### config.mk
export PLATFORM = sky130hd
export DESIGN_NAME = block_fetch_responder
export DESIGN_NICKNAME = d
export VERILOG_FILES = /design/src/rtl/block_fetch_pkg.sv /design/src/rtl/block_fetch_responder.sv
export SDC_FILE = /design/constraint.sdc
export NUM_CORES = 1
export LEC_CHECK = 0
export BUFFER_PORTS_ARGS = -buffer_cell sky130_fd_sc_hd__buf_2
export CAP_MARGIN = 20
export CORE_MARGIN = 1.5
export CORE_UTILIZATION = 65
export CTS_BUF_LIST = sky130_fd_sc_hd__clkbuf_8
export CTS_CLUSTER_DIAMETER = 40
export DETAILED_ROUTE_END_ITERATION = 16
export PLACE_DENSITY = 0.92
export SYNTH_ARGS = -nofsm -noshare
export SYNTH_HDL_FRONTEND = slang
export SYNTH_SLANG_ARGS = --single-unit
### constraint.sdc
create_clock -name clk -period 15.64 [get_ports clk]
set_input_delay 0 -clock clk [delete_from_list [all_inputs] [get_ports clk]]
set_output_delay 0 -clock clk [all_outputs]
set_load 0.02 [all_outputs]
### src/rtl/block_fetch_pkg.sv
// Shared types and sizing helpers for the block fetch responder.
package block_fetch_pkg;

  // Default configuration of the responder.
  localparam int DWIDTH_DEF           = 32'd5;
  localparam int BLOCK_WIDTH_BITS_DEF = 32'd5;
  localparam int ADDR_IN_WIDTH_DEF    = 32'd20;

  // Responder control states.
  typedef enum logic [1:0] {
    S_IDLE = 2'd0,
    S_READ = 2'd1,
    S_RESP = 2'd2
  } state_e;

  // Width of a block address, given the word-address width and the log2 block size.
  function automatic int blk_addr_width(input int addr_w, input int blk_bits);
    return addr_w - blk_bits;
  endfunction

  // Number of words in one block.
  function automatic int words_per_block(input int blk_bits);
    return 32'd1 << blk_bits;
  endfunction

endpackage

### src/rtl/block_fetch_responder.sv
// Memory-side block refill responder: fetches 2**BLOCK_WIDTH_BITS words over an
// arbitrated single-cycle memory port and returns the whole block at once.
// Optional build macro: BLOCK_RESP_REUSE_EN - answers a repeat of the most
// recently fetched block address straight away without memory traffic.
module block_fetch_responder
  import block_fetch_pkg::*;
#(
  parameter int DWIDTH           = DWIDTH_DEF,
  parameter int BLOCK_WIDTH_BITS = BLOCK_WIDTH_BITS_DEF,
  parameter int ADDR_IN_WIDTH    = ADDR_IN_WIDTH_DEF
) (
  input  logic                                                  clk,
  input  logic                                                  rst,
  input  logic                                                  req_valid,
  input  logic [blk_addr_width(ADDR_IN_WIDTH, BLOCK_WIDTH_BITS)-1:0] req_addr,
  output logic                                                  req_ready,
  output logic [DWIDTH*words_per_block(BLOCK_WIDTH_BITS)-1:0]   block_data,
  output logic                                                  mem_en,
  output logic [ADDR_IN_WIDTH-1:0]                              mem_addr,
  input  logic                                                  mem_gnt,
  input  logic [DWIDTH-1:0]                                     mem_rdata
);

  localparam int BAW    = blk_addr_width(ADDR_IN_WIDTH, BLOCK_WIDTH_BITS);
  localparam int B      = words_per_block(BLOCK_WIDTH_BITS);
  localparam int CNT_W  = BLOCK_WIDTH_BITS + 32'd1;
  localparam int LINE_W = DWIDTH * B;

  // Counters are one bit wider than a word index so a full block count fits.
  localparam logic [CNT_W-1:0] B_CNT   = CNT_W'(B);
  localparam logic [CNT_W-1:0] CNT_ONE = CNT_W'(32'd1);

  state_e                    state_q, state_d;
  logic [CNT_W-1:0]          issue_q, issue_d;
  logic [CNT_W-1:0]          recv_q, recv_d;
  logic [BAW-1:0]            saddr_q, saddr_d;
  logic                      pend_q, pend_d;
  logic [LINE_W-1:0]         line_q, line_d;
  logic [LINE_W-1:0]         block_q, block_d;
  logic                      mem_en_q, mem_en_d;
  logic [ADDR_IN_WIDTH-1:0]  mem_addr_q, mem_addr_d;
  logic                      reuse_hit_s;

`ifdef BLOCK_RESP_REUSE_EN
  logic [BAW-1:0] last_q, last_d;
  logic           reuse_vld_q, reuse_vld_d;

  // Track the most recently fetched block and detect a repeat request for it.
  always_comb begin
    last_d      = last_q;
    reuse_vld_d = reuse_vld_q;
    reuse_hit_s = req_valid && reuse_vld_q && (req_addr == last_q);
    if ((state_d == S_RESP) && (state_q != S_RESP)) begin
      last_d      = saddr_d;
      reuse_vld_d = 1'b1;
    end else begin
      last_d      = last_q;
      reuse_vld_d = reuse_vld_q;
    end
  end

  // Last-served address and its valid flag.
  always_ff @(posedge clk or posedge rst) begin
    if (rst) begin
      last_q      <= '0;
      reuse_vld_q <= 1'b0;
    end else begin
      last_q      <= last_d;
      reuse_vld_q <= reuse_vld_d;
    end
  end
`else
  assign reuse_hit_s = 1'b0;
`endif

  // Next-state, counter, line assembly and memory request computation.
  always_comb begin
    state_d = state_q;
    issue_d = issue_q;
    recv_d  = recv_q;
    saddr_d = saddr_q;
    pend_d  = 1'b0;
    line_d  = line_q;
    block_d = block_q;

    case (state_q)
      S_IDLE: begin
        if (req_valid) begin
          saddr_d = req_addr;
          issue_d = '0;
          recv_d  = '0;
          state_d = reuse_hit_s ? S_RESP : S_READ;
        end else begin
          state_d = S_IDLE;
        end
      end
      S_READ: begin
        // A read is only really issued on a granted request cycle.
        pend_d = mem_en_q && mem_gnt;
        if (mem_en_q && mem_gnt) begin
          issue_d = issue_q + CNT_ONE;
        end else begin
          issue_d = issue_q;
        end
        // Data of the previous cycle's issued read lands in the next line slot.
        if (pend_q) begin
          for (int w = 0; w < B; w++) begin
            line_d[w*DWIDTH +: DWIDTH] =
              (recv_q[BLOCK_WIDTH_BITS-1:0] == BLOCK_WIDTH_BITS'(w)) ?
              mem_rdata : line_q[w*DWIDTH +: DWIDTH];
          end
          recv_d = recv_q + CNT_ONE;
        end else begin
          recv_d = recv_q;
        end
        // The completed line (including the word arriving now) becomes visible.
        if (recv_d == B_CNT) begin
          state_d = S_RESP;
          block_d = line_d;
        end else begin
          state_d = S_READ;
        end
      end
      S_RESP: begin
        state_d = S_IDLE;
      end
      default: begin
        state_d = S_IDLE;
      end
    endcase

    // Memory request for the cycle after this edge, held in registers.
    mem_en_d = (state_d == S_READ) && (issue_d < B_CNT);
    if (mem_en_d) begin
      mem_addr_d = {saddr_d, issue_d[BLOCK_WIDTH_BITS-1:0]};
    end else begin
      mem_addr_d = mem_addr_q;
    end
  end

  // Control, counter, line and output registers.
  always_ff @(posedge clk or posedge rst) begin
    if (rst) begin
      state_q    <= S_IDLE;
      issue_q    <= '0;
      recv_q     <= '0;
      saddr_q    <= '0;
      pend_q     <= 1'b0;
      line_q     <= '0;
      block_q    <= '0;
      mem_en_q   <= 1'b0;
      mem_addr_q <= '0;
    end else begin
      state_q    <= state_d;
      issue_q    <= issue_d;
      recv_q     <= recv_d;
      saddr_q    <= saddr_d;
      pend_q     <= pend_d;
      line_q     <= line_d;
      block_q    <= block_d;
      mem_en_q   <= mem_en_d;
      mem_addr_q <= mem_addr_d;
    end
  end

  // Ready follows the live request in the response cycle, so a withdrawn or
  // changed request is not acknowledged.
  assign req_ready  = (state_q == S_RESP) && req_valid && (req_addr == saddr_q);
  assign block_data = block_q;
  assign mem_en     = mem_en_q;
  assign mem_addr   = mem_addr_q;

endmodule
==> results.json, run 1 <==
{
  "fp-row-count": 59,
  "critPathRequiredTime_ns": 16.09,
  "hold_path_class": "input port to register",
  "yosysUniqueCellTypes": 41,
  "combPwrFrac_pct": 35.1,
  "first_pass_iters": 5,
  "hold_viol": 0,
  "setup_tns_ns": 0,
  "p_leak_nw": 10.3,
  "ys_ff_latch": 371,
  "irDropWorstVdd_uv": 138,
  "finalCritPeriodShare_pct": 22.5,
  "clock_sinks": 371,
  "cts_tree": "built",
  "fin_worst_skew_ns": 0.0454,
  "nNetsFinal": 1426,
  "slew_headroom_pct": 25.3,
  "ant_nets": 0,
  "ys.flop_type": "dfrtp_1",
  "drive_above_1_share_pct": 58.1,
  "hpwl_um": 22100,
  "critPathLaunch": "recv_q[0]",
  "antennaDiodeCount": 0,
  "vias": 10400,
  "final_cell_mix": "mux2_2, dfrtp_1, buf_2",
  "fin_ws_ns": 12.13,
  "drt-total-wl_um": 38900,
  "grt_max_degree": 183,
  "multi_input_comb_area_um2": 7350,
  "ios": 206,
  "worst_skew_pair.late_latency_ns": 0.60,
  "viasPerCell": 5.83,
  "fmax_ghz": 0.285,
  "critPathKind": "register to register",
  "crit_chain": "ha_1, and3_1, ha_1, nand2_1, o32ai_1, nand3_4, buf_4, mux2_2",
  "synth_top_area_share_pct": 54.5,
  "synthArstFlopShare_pct": 100,
  "gp_routability_congestion": 0.834,
  "crit_arrival_ns": 3.96,
  "numCtsBuffers": 58,
  "outcome": "finished, final reports clean",
  "die_h_um": 165,
  "pwr-share-clk_pct": 22.9,
  "preCtsSetupSlack_ns": 12.15,
  "synth_area_leaders": "dfrtp_1, mux2_2, mux2_4, nor3_2, nand2_1",
  "p_sw_share_pct": 35.2,
  "core_area_um2": 25900,
  "cts_max_level": 2,
  "antenna_found_initial": 0,
  "r2r_cells": 8,
  "crit_top_cell": "ha_1",
  "worst_pin_slew_ns": 1.12,
  "p_per_area_nw_per_um2": 179,
  "fin_crit_ns": 3.51,
  "wl_per_cell_um": 21.9,
  "synth.yosys.seq_area_share_pct": 54.5,
  "initial_utilization_pct": 65.8,
  "end_kind": "register",
  "power_frac_seq_pct": 41.9,
  "syn2layout_area_growth_pct": 15.3,
  "crit_fanout": 65,
  "drtIter0Drc": 568,
  "rsz0062_at_grt": "no",
  "nFillCells": 1505,
  "cts_root_buffer": "clkbuf_8",
  "postSynthAreaPerCell_um2": 14.6,
  "gr-usage-all-layers_pct": 29.0,
  "cts.path.max_buffers": 3,
  "p_sw_mw": 1.23,
  "synth_edf_count": 0,
  "drv_slew": 0,
  "io_buffers": 205,
  "synth_area_um2": 17000,
  "critPathMaxStageDelay_ns": 0.93,
  "crit_end": "block_data[43]",
  "syn_nets": 1198,
  "fp.dieW_um": 165,
  "yosys_warnings": 0,
  "seq_area_um2": 9280,
  "grt-ovfl-total": 0,
  "die_area_um2": 27200,
  "mostFrequentLayoutCell": "mux2_2",
  "grt_pass1_vias": 11100,
  "setup_viol": 0,
  "regToRegEndpoint": "block_data[43]",
  "path_clk_slew_ns": 0.06,
  "reg2reg_from": "recv_q[0]",
  "crit_path_top_delay_cell": "buf_4",
  "drv_cap": 0,
  "synth_cells": 1167,
  "worstHoldStart": "mem_rdata[3]",
  "intPower_mw": 2.28,
  "start_kind": "register",
  "cts_resized": 0,
  "yosysTopAreaCell": "dfrtp_1",
  "drc": 0,
  "regToRegSetupSlack_ns": 12.13,
  "grt_pass1_wl_um": 60900
}
what timing repair did:
action / 4_1_cts / 5_1_grt
hold buffers: 25 / 0
buffers inserted: 0 / 0
endpoints found under the hold margin: 154 / 0
Yosys cell counts, types with 2 or more instances:
master / n
a21oi_1: 3
and3_1: 4
buf_2: 18
buf_6: 12
clkbuf_1: 43
dfrtp_1: 371
ha_1: 7
inv_1: 8
mux2_1: 2
mux2_2: 400
mux2_4: 98
mux2i_1: 2
nand2_1: 62
nand2b_1: 4
nand3_1: 12
nand4_1: 5
nor2_1: 34
nor2b_1: 2
nor3_2: 30
nor3b_1: 2
o21ai_0: 12
o311ai_2: 2
xnor2_1: 14
xor2_1: 3
cells by family after synthesis:
group | share of synthesized area [%]
buffers and inverters | 2.49
and+or+nand+nor | 5.23
xor gates and xnor gates | 0.874
AOI/OAI and AO/OA | 1.10
adders and majority gates | 0.514
DFF | 54.5
muxes | 35.3
state kept, by name (all words and copies together) (netlist names):
register / count
block_data: 160
line_q: 160
mem_addr: 20
saddr_q: 15
issue_q: 6
recv_q: 6
state_q: 2
mem_en: 1
pend_q: 1
worst min-delay path by stage:
stage	endpoint	slack, ns	cells past startpoint
final	line_q[78]	0.07	2
after global routing	line_q[38]	0.08	2
after CTS	block_data[77]	0.13	3
after detailed placement	block_data[77]	0.22	2
after global placement	block_data[77]	0.20	2
after floorplan	saddr_q[10]	0.12	2
area by class of cell:
cell class | instances | share of cell area (%)
Clock buffer | 74 | 5.18
Clock inverter | 34 | 0.770
Inverter | 8 | 0.191
Multi-Input combinational cell | 714 | 37.4
Sequential cell | 371 | 47.2
Tap cell | 335 | 2.13
Timing Repair Buffer | 242 | 7.10
power groups by stage:
stage | Clock [mW] | Sequential [mW] | Combinational [mW]
5_1_grt | 0.863 | 1.50 | 1.31
4_1_cts | 0.811 | 1.46 | 1.22
6_report | 0.806 | 1.47 | 1.23
3_3_place_gp | 0 | 1.44 | 1.15
3_5_place_dp | 0 | 1.47 | 1.19
2_1_floorplan | 0 | 1.59 | 0.742
per-stage QoR:
step | util, % | instances | total power [mW] | cell area (µm²) | hold slack, ns
after floorplan | - | 1167 | 2.33 | 17000 | 0.120
after global placement | 70.2 | 1643 | 2.60 | 18200 | 0.201
after detailed placement | 70.2 | 1643 | 2.66 | 18200 | 0.220
after CTS | 75.7 | 1776 | 3.49 | 19600 | 0.130
after global routing | 75.9 | 1778 | 3.68 | 19700 | 0.0790
final | 75.9 | 1778 | 3.51 | 19700 | 0.0727
critical path, delay by kind of cell, from the launching register on:
kind,cells,cell delay [ns]
AND/OR/NAND/NOR,3,0.72
AO/OA/AOI/OAI,1,0.17
flip-flops,1,0.46
multiplexers,1,0.43
buffers and inverters,1,0.93
adder cells (fa/ha/maj),2,0.60
layer usage:
| layer | wire (µm) | track usage (%) |
|---|---|---|
| met1 | 15800 | 36.8 |
| met2 | 19800 | 49.6 |
| met3 | 2200 | 6.05 |
| met4 | 1000 | 10.1 |
| met5 | 0 | 0 |
(Power assumes the default switching activity.)
==> run 2, diff against run 1 <==
ABC_AREA = 1   (was default)
CORE_UTILIZATION = 54   (was 65)
PLACE_DENSITY = 0.82   (was 0.92)
clock period = 3.14 ns   (was 15.64 ns; I/O delays follow)
==> results.json, run 2 <==
{
  "seq_area_um2": 9280,
  "preCtsSetupSlack_ns": 0.337,
  "multi_input_comb_area_um2": 5340,
  "hpwl_um": 24800,
  "ys_ff_latch": 371,
  "synth_cells": 1725,
  "drive_above_1_share_pct": 18.5,
  "fmax_ghz": 0.354,
  "p_leak_nw": 8.76,
  "synth_edf_count": 0,
  "die_h_um": 174,
  "grt-ovfl-total": 0,
  "synth_common_cells": "nand2_1, dfrtp_1, o21ai_0, inv_1, a21oi_1",
  "met3_usage_pct": 4.54,
  "finalCritPeriodShare_pct": 90.1,
  "fin_crit_ns": 2.83,
  "start_kind": "register",
  "yosys_warnings": 0,
  "syn_nets": 1756,
  "whs_path_depth": 5,
  "antenna_found_initial": 0,
  "gr-usage-met1_pct": 36.0,
  "synth_area_um2": 15800,
  "ant_nets": 0,
  "critPathKind": "register to register",
  "synth.most_common_cell": "nand2_1",
  "reg2reg_from": "recv_q[0]",
  "grt_pass1_wl_um": 64900,
  "fp-row-count": 62,
  "use_met2_pct": 43.6,
  "viasPerCell": 5.48,
  "numCtsBuffers": 60,
  "ys.flop_type": "dfrtp_1",
  "regToRegSetupSlack_ns": 0.31,
  "holdWs_ns": 0.0672,
  "cts_max_level": 2,
  "first_pass_iters": 7,
  "drt-total-wl_um": 39800,
  "min_to": "block_data[41]",
  "setup_viol": 0,
  "rsz0062_at_grt": "no",
  "fp.dieW_um": 174,
  "cts_resized": 0,
  "io_buffers": 205,
  "cts.path.max_buffers": 3,
  "hold_viol": 0,
  "gp_routability_congestion": 0.812,
  "core_area_um2": 28700,
  "yosysTopAreaCell": "dfrtp_1",
  "syn2layout_area_growth_pct": 17.0,
  "path_clk_slew_ns": 0.07,
  "end_kind": "register",
  "grt-busiest-layer": "met2",
  "synth.yosys.seq_area_share_pct": 58.9,
  "worstHoldStart": "mem_rdata[1]",
  "initial_utilization_pct": 54.9,
  "vias": 13000,
  "worst_skew_pair.late_latency_ns": 0.62,
  "grt_pass1_vias": 12700,
  "drtIter0Drc": 1165,
  "ios": 206,
  "nNetsFinal": 1976,
  "die_area_um2": 30200,
  "regToRegEndpoint": "block_data[93]",
  "gr-usage-all-layers_pct": 26.5,
  "crit_arrival_ns": 3.32,
  "synthArstFlopShare_pct": 100,
  "wl_per_cell_um": 16.8,
  "hold_path_class": "input port to register",
  "drv_cap": 0,
  "p_per_area_nw_per_um2": 1050,
  "synth_area_leaders": "dfrtp_1, o21ai_0, nand2_1, a21oi_1, inv_1",
  "worst_pin_slew_ns": 0.899,
  "mostFrequentLayoutCell": "nand2_1",
  "postSynthAreaPerCell_um2": 9.14,
  "drc": 0,
  "cts_tree": "built",
  "crit_fanout": 72,
  "fin_ws_ns": 0.312,
  "outcome": "finished, final reports clean",
  "r2r_cells": 14,
  "critPathRequiredTime_ns": 3.63,
  "grt_max_degree": 116,
  "antennaDiodeCount": 0,
  "final_util_pct": 64.2,
  "clock_sinks": 371,
  "final_cell_mix": "nand2_1, dfrtp_1, o21ai_0",
  "cts_root_buffer": "clkbuf_8",
  "slew_headroom_pct": 40.1,
  "fin_worst_skew_ns": 0.0210,
  "drv_slew": 0,
  "synth_top_area_share_pct": 58.9,
  "irDropWorstVdd_uv": 613,
  "nFillCells": 2403,
  "yosysUniqueCellTypes": 31
}
## run 2: changes by cell type after synthesis, sizes merged, moves of 5 or more
cell / before / now
clkinv: 0 / 5
nand2: 62 / 386
a21oi: 3 / 134
buf: 31 / 50
xnor2: 14 / 5
nand3: 13 / 41
nor2: 34 / 45
inv: 8 / 143
o21ai: 13 / 471
nor3: 30 / 7
mux2: 500 / 0
## run 2: worst max-delay path, stage by stage (launching register included)
cell and delay (ns):
dfrtp_1 0.42, ha_1 0.23, inv_1 0.08, nor2_1 0.06
ha_1 0.27, inv_1 0.03, nand2_1 0.04, nand2_1 0.07
nor2_1 0.08, nand3_1 0.08, nor2_2 0.29, nand2_8 0.34
buf_4 0.39, nand2_1 0.15, o21ai_1 0.08
## run 2: power breakdown
| part | leakage, nW | switching [mW] | internal [mW] |
|---|---|---|---|
| Clock | 0.712 | 1.95 | 2.28 |
| Combinational | 3.53 | 4.92 | 2.30 |
| Sequential | 4.52 | 1.13 | 6.80 |
## run 2: worst max-delay path by stage
stage              start               to  slack (ns)  depth (start not counted)
2_1_floorplan        rst    block_data[0]       -1.84                          1
3_3_place_gp   recv_q[0]  block_data[157]        0.45                         14
3_5_place_dp   recv_q[0]  block_data[149]        0.34                         14
4_1_cts        recv_q[0]  block_data[149]        0.31                         14
5_1_grt        recv_q[0]   block_data[93]        0.09                         14
6_report       recv_q[0]   block_data[93]        0.31                         14
## run 2: kinds of logic after synthesis
kind of cell	Yosys count	synth area share (%)
flops	371	58.9
simple gates	481	12.5
buf+inv	244	7.45
compound gates	610	19.9
fa+ha+maj	7	0.556
xor+xnor	12	0.667
## run 2: metrics by stage
step	instances	cell area (µm²)	TNS [ns]	total power [mW]
after floorplan	1725	15800	-682.69	12.7
after global placement	2239	16900	0	14.8
after detailed placement	2239	16900	0	15.1
after CTS	2376	18400	0	19.5
after global routing	2376	18400	0	20.7
final	2376	18400	0	19.4
## run 2: layer usage
metal	up-vias	wire, µm
li1	6149	-
met5	-	0
met1	6318	16900
met3	73	2760
met2	477	19200
met4	0	990
## run 2: final cells by class
cell class | count | share of cell area, %
Inverter | 148 | 3.03
Timing Repair Buffer | 254 | 8.35
Clock inverter | 36 | 1.25
Tap cell | 384 | 2.61
Clock buffer | 73 | 5.45
Multi-Input combinational cell | 1110 | 29.0
Sequential cell | 371 | 50.4
## run 2: repair_timing
action,in CTS,in global routing
hold buffers,28,0
endpoints found under the hold margin,314,0
buffers inserted,0,0
==> run 3, diff against run 2 <==
clock period = 2.6 ns   (was 3.14 ns; I/O delays follow)
==> results.json, run 3 (same netlist as run 2, synthesis figures left out) <==
{
  "fp.dieW_um": 174,
  "io_buffers": 205,
  "hold_viol": 0,
  "cts.path.max_buffers": 3,
  "start_kind": "register",
  "finalCritPeriodShare_pct": 91.3,
  "critPathMaxStageDelay_ns": 0.42,
  "drv_cap": 0,
  "antennaDiodeCount": 0,
  "crit_fanout": 81,
  "postCtsSetupRepairBufs": 0,
  "initial_utilization_pct": 54.9,
  "critPathKind": "register to register",
  "ios": 206,
  "wl_per_cell_um": 16.4,
  "fp-row-count": 62,
  "critPathRequiredTime_ns": 3.07,
  "worst_skew_pair.late_latency_ns": 0.61,
  "end_kind": "register",
  "vias": 12900,
  "cts_root_buffer": "clkbuf_8",
  "fmax_ghz": 0.421,
  "drtIter0Drc": 1051,
  "p_leak_nw": 8.80,
  "rsz0062_at_grt": "no",
  "crit_arrival_ns": 2.85,
  "nFillCells": 2378,
  "met1Wirelength_um": 16600,
  "drt-total-wl_um": 39100,
  "crit_chain": "ha_1, inv_1, nor2_1, ha_1, inv_1, nand2_1, nand2_1, nor2_1, nand3_1, nor2_2, nand2_8, buf_12, nand2_1, o21ai_1",
  "antenna_found_initial": 0,
  "path_clk_slew_ns": 0.06,
  "fin_worst_skew_ns": 0.0248,
  "mostFrequentLayoutCell": "nand2_1",
  "drv_slew": 0,
  "outcome": "finished, final reports clean",
  "worst_pin_slew_ns": 0.715,
  "gr-usage-all-layers_pct": 26.3,
  "holdWs_ns": 0.0938,
  "nNetsFinal": 1981,
  "irDropWorstVdd_uv": 898,
  "grt-ovfl-total": 0,
  "clock_sinks": 371,
  "wl_met3_um": 2710,
  "drive_above_1_share_pct": 19.0,
  "die_area_um2": 30200,
  "core_area_um2": 28700,
  "numCtsBuffers": 59,
  "cts_max_level": 2,
  "highest_layer": "met4",
  "post_dp_cell_area_um2": 17000,
  "p_per_area_nw_per_um2": 1270,
  "viasPerCell": 5.42,
  "drc": 0,
  "hold_path_class": "input port to register",
  "fin_ws_ns": 0.226,
  "hpwl_um": 24400,
  "final_cell_mix": "nand2_1, dfrtp_1, o21ai_0",
  "final_cell_area_um2": 18600,
  "grt_pass1_wl_um": 64500,
  "syn2layout_area_growth_pct": 17.9,
  "crit_top_cell": "nand2_1",
  "ant_nets": 0,
  "crit_path_top_delay_cell": "dfrtp_1",
  "dr_wl_met2_um": 18700,
  "preCtsSetupSlack_ns": 0.233,
  "grt_max_degree": 117,
  "setup_viol": 0,
  "cts_tree": "built",
  "first_pass_iters": 5,
  "grt_pass1_vias": 12700,
  "fin_crit_ns": 2.37,
  "gp_routability_congestion": 0.815,
  "die_h_um": 174,
  "slew_headroom_pct": 52.4
}
run 3: layer usage:
layer  global-route usage [%]  vias to the layer above
li1                         -                     6158
met1                     35.7                     6174
met4                     9.05                        0
met5                        0                        -
met2                     42.8                      494
met3                     4.74                       81
run 3: metrics by stage:
step                      power (mW)  std cells  setup TNS [ns]  util, %
after global routing            25.2       2381               0     64.7
after floorplan                 15.4       1725         -883.03        -
final                           23.5       2381               0     64.7
after CTS                       23.7       2381               0     64.7
after detailed placement        18.3       2242               0     59.2
after global placement          17.9       2242               0     59.2
run 3: critical path: cells and delay by family (launching register included):
family,cells,cell delay (ns)
AOI/OAI and AO/OA,1,0.07
DFF,1,0.42
and+or+nand+nor,8,0.86
adders and majority gates,2,0.49
buffers and inverters,3,0.36
run 3: layout make-up:
| type | instances | area (µm²) | area share [%] |
|---|---|---|---|
| inverters | 148 | 559 | 3.01 |
| repair buffers | 260 | 1630 | 8.79 |
| clock inverters | 29 | 195 | 1.05 |
| multi-input cells | 1110 | 5340 | 28.7 |
| well taps | 384 | 480 | 2.59 |
| clock buffers | 79 | 1090 | 5.85 |
| flip-flops and latches | 371 | 9280 | 50.0 |
run 3: final timing paths:
check                      slack, ns              to         start  cells past startpoint
setup / recovery                0.23  block_data[96]     recv_q[0]                     14
hold / removal                  0.09      line_q[34]  mem_rdata[4]                      5
setup reg to reg                0.23  block_data[96]     recv_q[0]                     14
hold reg to reg                 0.47     mem_addr[8]   mem_addr[8]                      2
max in group asynchronous       1.14   block_data[0]           rst                      5
min in group asynchronous       0.52     line_q[113]           rst                      4
run 3: timing repair:
action | in CTS | in global routing
hold buffers | 31 | 0
setup endpoints to repair | 0 | 1
endpoints found under the hold margin | 411 | 0
gates resized for setup | 0 | 1
run 3: power breakdown:
group	internal [mW]	leakage, nW	switching, mW	total, mW
logic	2.85	3.57	5.89	8.74
clock network	2.91	0.708	2.30	5.22
registers	8.21	4.52	1.37	9.58
